**config.mk**
```make
export PLATFORM = sky130hd
export DESIGN_NAME = wb_queue
export DESIGN_NICKNAME = d
export VERILOG_FILES = /design/src/rtl/wb_queue_pkg.sv /design/src/rtl/wbq_mem.sv /design/src/rtl/wb_queue.sv
export SDC_FILE = /design/constraint.sdc
export NUM_CORES = 1
export LEC_CHECK = 0
export CORE_ASPECT_RATIO = 0.5
export CORE_UTILIZATION = 50
export DETAILED_ROUTE_END_ITERATION = 16
export PLACE_DENSITY_LB_ADDON = 0.2
export SLEW_MARGIN = 20
export SYNTH_ARGS = -nofsm -noshare
export SYNTH_HDL_FRONTEND = slang
export SYNTH_SLANG_ARGS = --single-unit
```
**constraint.sdc**
```tcl
create_clock -name clk -period 4.6 [get_ports clk]
set_input_delay 0.46 -clock clk [delete_from_list [all_inputs] [get_ports clk]]
set_output_delay 0.46 -clock clk [all_outputs]
set_load 0.02 [all_outputs]
```
**src/rtl/wb_queue_pkg.sv**
```systemverilog
// Shared definitions for the write-back queue and the register file it feeds.
package wb_queue_pkg;

    localparam int NUM_REGS = 8;
    localparam int REGSEL_W = 3;
    localparam int DATA_W   = 16;

    // One queued write-back request at the default data width.
    typedef struct packed {
        logic [REGSEL_W-1:0] regsel;
        logic [DATA_W-1:0]   data;
    } wbq_entry_t;

    // Register select to one-hot register mask (also used by the regfile write decode).
    function automatic logic [NUM_REGS-1:0] regsel_onehot(input logic [REGSEL_W-1:0] sel);
        logic [NUM_REGS-1:0] m;
        m      = '0;
        m[sel] = 1'b1;
        return m;
    endfunction

endpackage

```
**src/rtl/wbq_mem.sv**
```systemverilog
// Entry storage for the write-back queue: two write ports, one read port,
// plus a flat view of all destination selects for the pending-write mask.
module wbq_mem
    import wb_queue_pkg::*;
#(
    parameter int width = DATA_W,
    parameter int depth = 4,
    localparam int PTR_W = $clog2(depth)
) (
    input  logic                             clk,
    input  logic                             rst,
    input  logic                             we0_i,
    input  logic [PTR_W-1:0]                 waddr0_i,
    input  logic [REGSEL_W-1:0]              wsel0_i,
    input  logic [width-1:0]                 wdata0_i,
    input  logic                             we1_i,
    input  logic [PTR_W-1:0]                 waddr1_i,
    input  logic [REGSEL_W-1:0]              wsel1_i,
    input  logic [width-1:0]                 wdata1_i,
    input  logic [PTR_W-1:0]                 raddr_i,
    output logic [REGSEL_W-1:0]              rsel_o,
    output logic [width-1:0]                 rdata_o,
    output logic [depth-1:0][REGSEL_W-1:0]   sel_all_o
);

    logic [depth-1:0][REGSEL_W-1:0] sel_q;
    logic [depth-1:0][width-1:0]    data_q;

    // Entry array update; the two write addresses never coincide when both are enabled.
    always_ff @(posedge clk) begin
        if (rst) begin
            sel_q  <= '0;
            data_q <= '0;
        end else begin
            for (int i = 0; i < depth; i++) begin
                if (we0_i && (waddr0_i == PTR_W'(i))) begin
                    sel_q[i]  <= wsel0_i;
                    data_q[i] <= wdata0_i;
                end else if (we1_i && (waddr1_i == PTR_W'(i))) begin
                    sel_q[i]  <= wsel1_i;
                    data_q[i] <= wdata1_i;
                end
            end
        end
    end

    assign rsel_o    = sel_q[raddr_i];
    assign rdata_o   = data_q[raddr_i];
    assign sel_all_o = sel_q;

endmodule

```
**src/rtl/wb_queue.sv**
```systemverilog
// Write-back queue merging ALU and MDU results onto the single register
// file write port, draining one entry per cycle in acceptance order.
module wb_queue
    import wb_queue_pkg::*;
#(
    parameter int width = DATA_W,
    parameter int depth = 4
) (
    input  logic                clk,
    input  logic                rst,
    input  logic                alu_valid,
    input  logic [REGSEL_W-1:0] alu_regsel,
    input  logic [width-1:0]    alu_data,
    output logic                alu_ready,
    input  logic                mdu_valid,
    input  logic [REGSEL_W-1:0] mdu_regsel,
    input  logic [width-1:0]    mdu_data,
    output logic                mdu_ready,
    output logic                write,
    output logic [REGSEL_W-1:0] writeregsel,
    output logic [width-1:0]    writedata,
    output logic [NUM_REGS-1:0] pend_mask,
    output logic                err
);

    localparam int PTR_W = $clog2(depth);
    localparam int CNT_W = PTR_W + 1;

    logic [CNT_W-1:0]               count_q, count_d, free_s, acc_n_s;
    logic [PTR_W-1:0]               rd_ptr_q, rd_ptr_d, wr_ptr_q, wr_ptr_d;
    logic [PTR_W-1:0]               waddr1_s, offset_s;
    logic                           mdu_acc_s, alu_acc_s, pop_s;
    logic                           we0_s, we1_s;
    logic [REGSEL_W-1:0]            wsel0_s, head_sel_s, last_sel_q;
    logic [width-1:0]               wdata0_s, head_data_s, last_data_q;
    logic [depth-1:0][REGSEL_W-1:0] sel_all_s;
    logic [NUM_REGS-1:0]            pend_s;
    logic                           alu_wait_q, mdu_wait_q, err_q, err_d;

    // Readiness from registered occupancy only; a same-cycle pop never frees space.
    // The MDU wins the last free slot because its instruction is older.
    always_comb begin
        free_s    = CNT_W'(depth) - count_q;
        mdu_ready = (free_s >= CNT_W'(1));
        alu_ready = (free_s >= CNT_W'(2)) | ((free_s == CNT_W'(1)) & ~mdu_valid);
        mdu_acc_s = mdu_valid & mdu_ready;
        alu_acc_s = alu_valid & alu_ready;
        pop_s     = (count_q != '0);
        acc_n_s   = CNT_W'(mdu_acc_s) + CNT_W'(alu_acc_s);
    end

    // Write-port steering: MDU lands at wr_ptr so it drains ahead of a same-cycle ALU entry.
    always_comb begin
        we0_s    = mdu_acc_s | alu_acc_s;
        we1_s    = mdu_acc_s & alu_acc_s;
        waddr1_s = wr_ptr_q + PTR_W'(1);
        if (mdu_acc_s) begin
            wsel0_s  = mdu_regsel;
            wdata0_s = mdu_data;
        end else begin
            wsel0_s  = alu_regsel;
            wdata0_s = alu_data;
        end
    end

    // Pointer, occupancy and sticky-error next state.
    always_comb begin
        count_d  = count_q + acc_n_s - CNT_W'(pop_s);
        rd_ptr_d = rd_ptr_q + PTR_W'(pop_s);
        wr_ptr_d = wr_ptr_q + PTR_W'(acc_n_s);
        err_d    = err_q | (alu_wait_q & ~alu_valid) | (mdu_wait_q & ~mdu_valid);
    end

    // Pending-write mask: OR of one-hot targets of every occupied slot.
    always_comb begin
        pend_s   = '0;
        offset_s = '0;
        for (int i = 0; i < depth; i++) begin
            offset_s = PTR_W'(i) - rd_ptr_q;
            if ({1'b0, offset_s} < count_q) begin
                pend_s = pend_s | regsel_onehot(sel_all_s[i]);
            end else begin
                pend_s = pend_s;
            end
        end
    end

    // Queue state, last-driven write values and stalled-request tracking.
    always_ff @(posedge clk) begin
        if (rst) begin
            count_q     <= '0;
            rd_ptr_q    <= '0;
            wr_ptr_q    <= '0;
            last_sel_q  <= '0;
            last_data_q <= '0;
            alu_wait_q  <= 1'b0;
            mdu_wait_q  <= 1'b0;
            err_q       <= 1'b0;
        end else begin
            count_q    <= count_d;
            rd_ptr_q   <= rd_ptr_d;
            wr_ptr_q   <= wr_ptr_d;
            alu_wait_q <= alu_valid & ~alu_ready;
            mdu_wait_q <= mdu_valid & ~mdu_ready;
            err_q      <= err_d;
            if (pop_s) begin
                last_sel_q  <= head_sel_s;
                last_data_q <= head_data_s;
            end
        end
    end

    wbq_mem #(
        .width (width),
        .depth (depth)
    ) u_mem (
        .clk       (clk),
        .rst       (rst),
        .we0_i     (we0_s),
        .waddr0_i  (wr_ptr_q),
        .wsel0_i   (wsel0_s),
        .wdata0_i  (wdata0_s),
        .we1_i     (we1_s),
        .waddr1_i  (waddr1_s),
        .wsel1_i   (alu_regsel),
        .wdata1_i  (alu_data),
        .raddr_i   (rd_ptr_q),
        .rsel_o    (head_sel_s),
        .rdata_o   (head_data_s),
        .sel_all_o (sel_all_s)
    );

    // When empty the select/data hold whatever was last presented.
    assign write       = pop_s;
    assign writeregsel = pop_s ? head_sel_s  : last_sel_q;
    assign writedata   = pop_s ? head_data_s : last_data_q;
    assign pend_mask   = pend_s;
    assign err         = err_q;

endmodule

```
==> metrics.txt <==
DRT Wirelength 14400 µm; Routed WL per cell 18.9 µm; Hold Crit Class reg -> reg; H-tree levels 3; n_diodes 0; DRT iter0 DRCs 357; CTS tree built; vias in the first global route 4377; I/O Buffers 72; kind of critical path reg -> reg; clk slew on worst S/H paths 0.07 ns; Mapped Nets 623; Layout Skew 0.00492 ns; CTS Hold Bufs 0; Synth top area share 38.0%; Slowest-stage cell, CP and3_2; WP data required 4.79 ns; final hold vios 0; Netlist Area Pre-Place 5530 µm²; worst path cell trace inv_1 > ha_1 > ha_1 > or4b_4 > nand2_4 > buf_4 > ha_1 > inv_1 > and3_2 > a21oi_1 > a221oi_2; VDD IR max 0.278 mV; largest area contributor in the netlist dfxtp_1; FF/Latch Area 2100 µm²; Antenna Nets Post-Route 0; fmax 0.288 GHz; Fillers 895; Final period util 75.6%; Critical path buffers and inverters 3; CP most frequent cell ha_1; synthesized flop and latch total 105; Initial Utilization 52.8%; RSZ-0062 raised after global routing no; Synth warnings 0; pwr/cell area 646 nW/µm²; Setup TNS 0 ns; Slew headroom 33.8%; Yosys cell types 49; Final setup viols 0; # DRC 0; Tightest Pin Transition 0.993 ns; 1st-pass router iterations 4; Avg Cell Area, Syn 9.79 µm²; Multi-input gate area 3140 µm²; clock buffer depth 2; Core Area 10500 µm²; Detailed Place HPWL 9220 µm; crit-path max cell delay 0.54 ns; MaxCap Viol Count 0; min Tclk post-route 3.48 ns; CP max FO 38; ys flop type dfxtp_1; critical path's top delay family simple AND/OR/NAND/NOR gates; Layout area overhead 18.7%; vias per cell 5.93; ys async rst share 0%; Critical Path End Type register; Setup Fix Bufs, Post-CTS 0; most common cell in the synthesized netlist dfxtp_1; total CTS buffers 9; GR Overflow Total 0; cells after synthesis 565; Clock Sinks 105; outcome completed; synth cell count leaders 105 x dfxtp_1, 88 x nand2_1, 73 x mux2i_1; antenna violations before repair 0; synth top area cells dfxtp_1 38%, mux2i_1 13%, mux4_2 7.7%; Post-synth EDFFs 0; Root Driver clkbuf_16; Seq/Total Area, Yosys 38.0%; io pins 73; Worst Setup Start Kind register; vias 4509; worst skew pair latency 0.34 ns; Die Wd 151 µm; final design utilization 62.7%; Critical Path AT 3.67 ns; height of the chip 76.4 µm; leakage 2.63 nW; site row count 26; Routability Congestion 0.855; first-pass GRT wire length 23500 µm; Tot GR Track Use 26.3%; fin. max-slew vios 0; die area 11500 µm²; Net count, final 674; largest net degree at the start of global routing 39; post-CTS sizing 0; fraction of layout cells with a size suffix above 1 11.4%
## logic make-up after synthesis
group / synth area share (%)
AND/OR/NAND/NOR: 10.9
XOR/XNOR: 0.950
buffers and inverters: 5.29
multiplexers: 21.7
flip-flops: 38.0
adder cells (fa/ha/maj): 3.76
AO/OA/AOI/OAI: 19.4
## worst paths after layout
kind	from	to	slack [ns]	depth (start not counted)
max	count_q[0]	u_mem.data_q[58]	1.12	11
min reg2reg	last_sel_q[1]	last_sel_q[1]	0.46	2
min	last_sel_q[1]	last_sel_q[1]	0.46	2
max reg2reg	count_q[0]	u_mem.data_q[58]	1.12	11
## metrics by stage
stage | power, mW | worst slack (ns) | hold slack (ns) | instances | instance area [µm²]
after CTS | 4.25 | 1.12 | 0.463 | 761 | 6570
after global placement | 3.50 | 1.25 | 0.446 | 745 | 6300
after floorplan | 2.88 | 1.17 | 0.440 | 565 | 5530
after global routing | 4.53 | 0.878 | 0.481 | 761 | 6570
after detailed placement | 3.54 | 1.14 | 0.454 | 745 | 6300
final | 4.24 | 1.12 | 0.458 | 761 | 6570
## placed cells by master (no fill, tap or decap), types with 3 or more instances in the layout
| cell type | netlist | routed |
|---|---|---|
| dfxtp_1 | 105 | 105 |
| nand2_1 | 88 | 88 |
| mux2i_1 | 73 | 73 |
| clkdlybuf4s50_1 | 0 | 71 |
| o22ai_1 | 58 | 58 |
| a21oi_1 | 39 | 39 |
| inv_1 | 23 | 23 |
| mux4_2 | 19 | 19 |
| a221oi_2 | 18 | 18 |
| ha_1 | 15 | 15 |
| nand2b_1 | 10 | 10 |
| nor2b_1 | 10 | 10 |
| nor2_1 | 10 | 10 |
| buf_4 | 1 | 10 |
| clkbuf_16 | 0 | 9 |
| xnor2_1 | 5 | 5 |
| clkinv_2 | 0 | 4 |
| o211ai_1 | 3 | 3 |
| o221ai_1 | 3 | 3 |
| a311o_1 | 3 | 3 |
| nor3_1 | 4 | 3 |
| a21o_1 | 3 | 3 |
| mux2i_2 | 3 | 3 |
## power by group
part | switching, mW | total, mW | internal (mW)
sequential | 0.167 | 1.33 | 1.16
combinational | 1.21 | 2.20 | 0.988
clock | 0.344 | 0.711 | 0.366
total | 1.73 | 4.24 | 2.52
## final cells by class
type / instances / share of cell area (%)
Timing Repair Buffer: 82 / 12.0
Multi-Input combinational cell: 395 / 47.8
Sequential cell: 105 / 32.0
Tap cell: 140 / 2.67
Clock buffer: 9 / 3.43
Clock inverter: 7 / 0.686
Inverter: 23 / 1.31
## worst reg2reg max path: stages, from the launching register on
cell	delay, ns
dfxtp_1	0.49
inv_1	0.11
ha_1	0.21
ha_1	0.29
or4b_4	0.50
nand2_4	0.09
buf_4	0.37
ha_1	0.24
inv_1	0.07
and3_2	0.54
a21oi_1	0.33
a221oi_2	0.10
## flip-flops by register name, summed over array words and instances, names as in the netlist
name	count
alu_wait_q	1
count_q	3
u_mem.data_q	64
wr_ptr_q	2
last_sel_q	3
mdu_wait_q	1
err	1
last_data_q	16
u_mem.sel_all_o	12
rd_ptr_q	2
## layer usage
metal | wire, µm | vias up | track usage, %
li1 | - | 2198 | -
met1 | 6520 | 2153 | 36.8
met2 | 6520 | 148 | 41.7
met3 | 1200 | 10 | 4.91
met4 | 122 | 0 | 6.60
met5 | 0 | - | 0
Note: power is estimated with default switching activity, not from simulation.
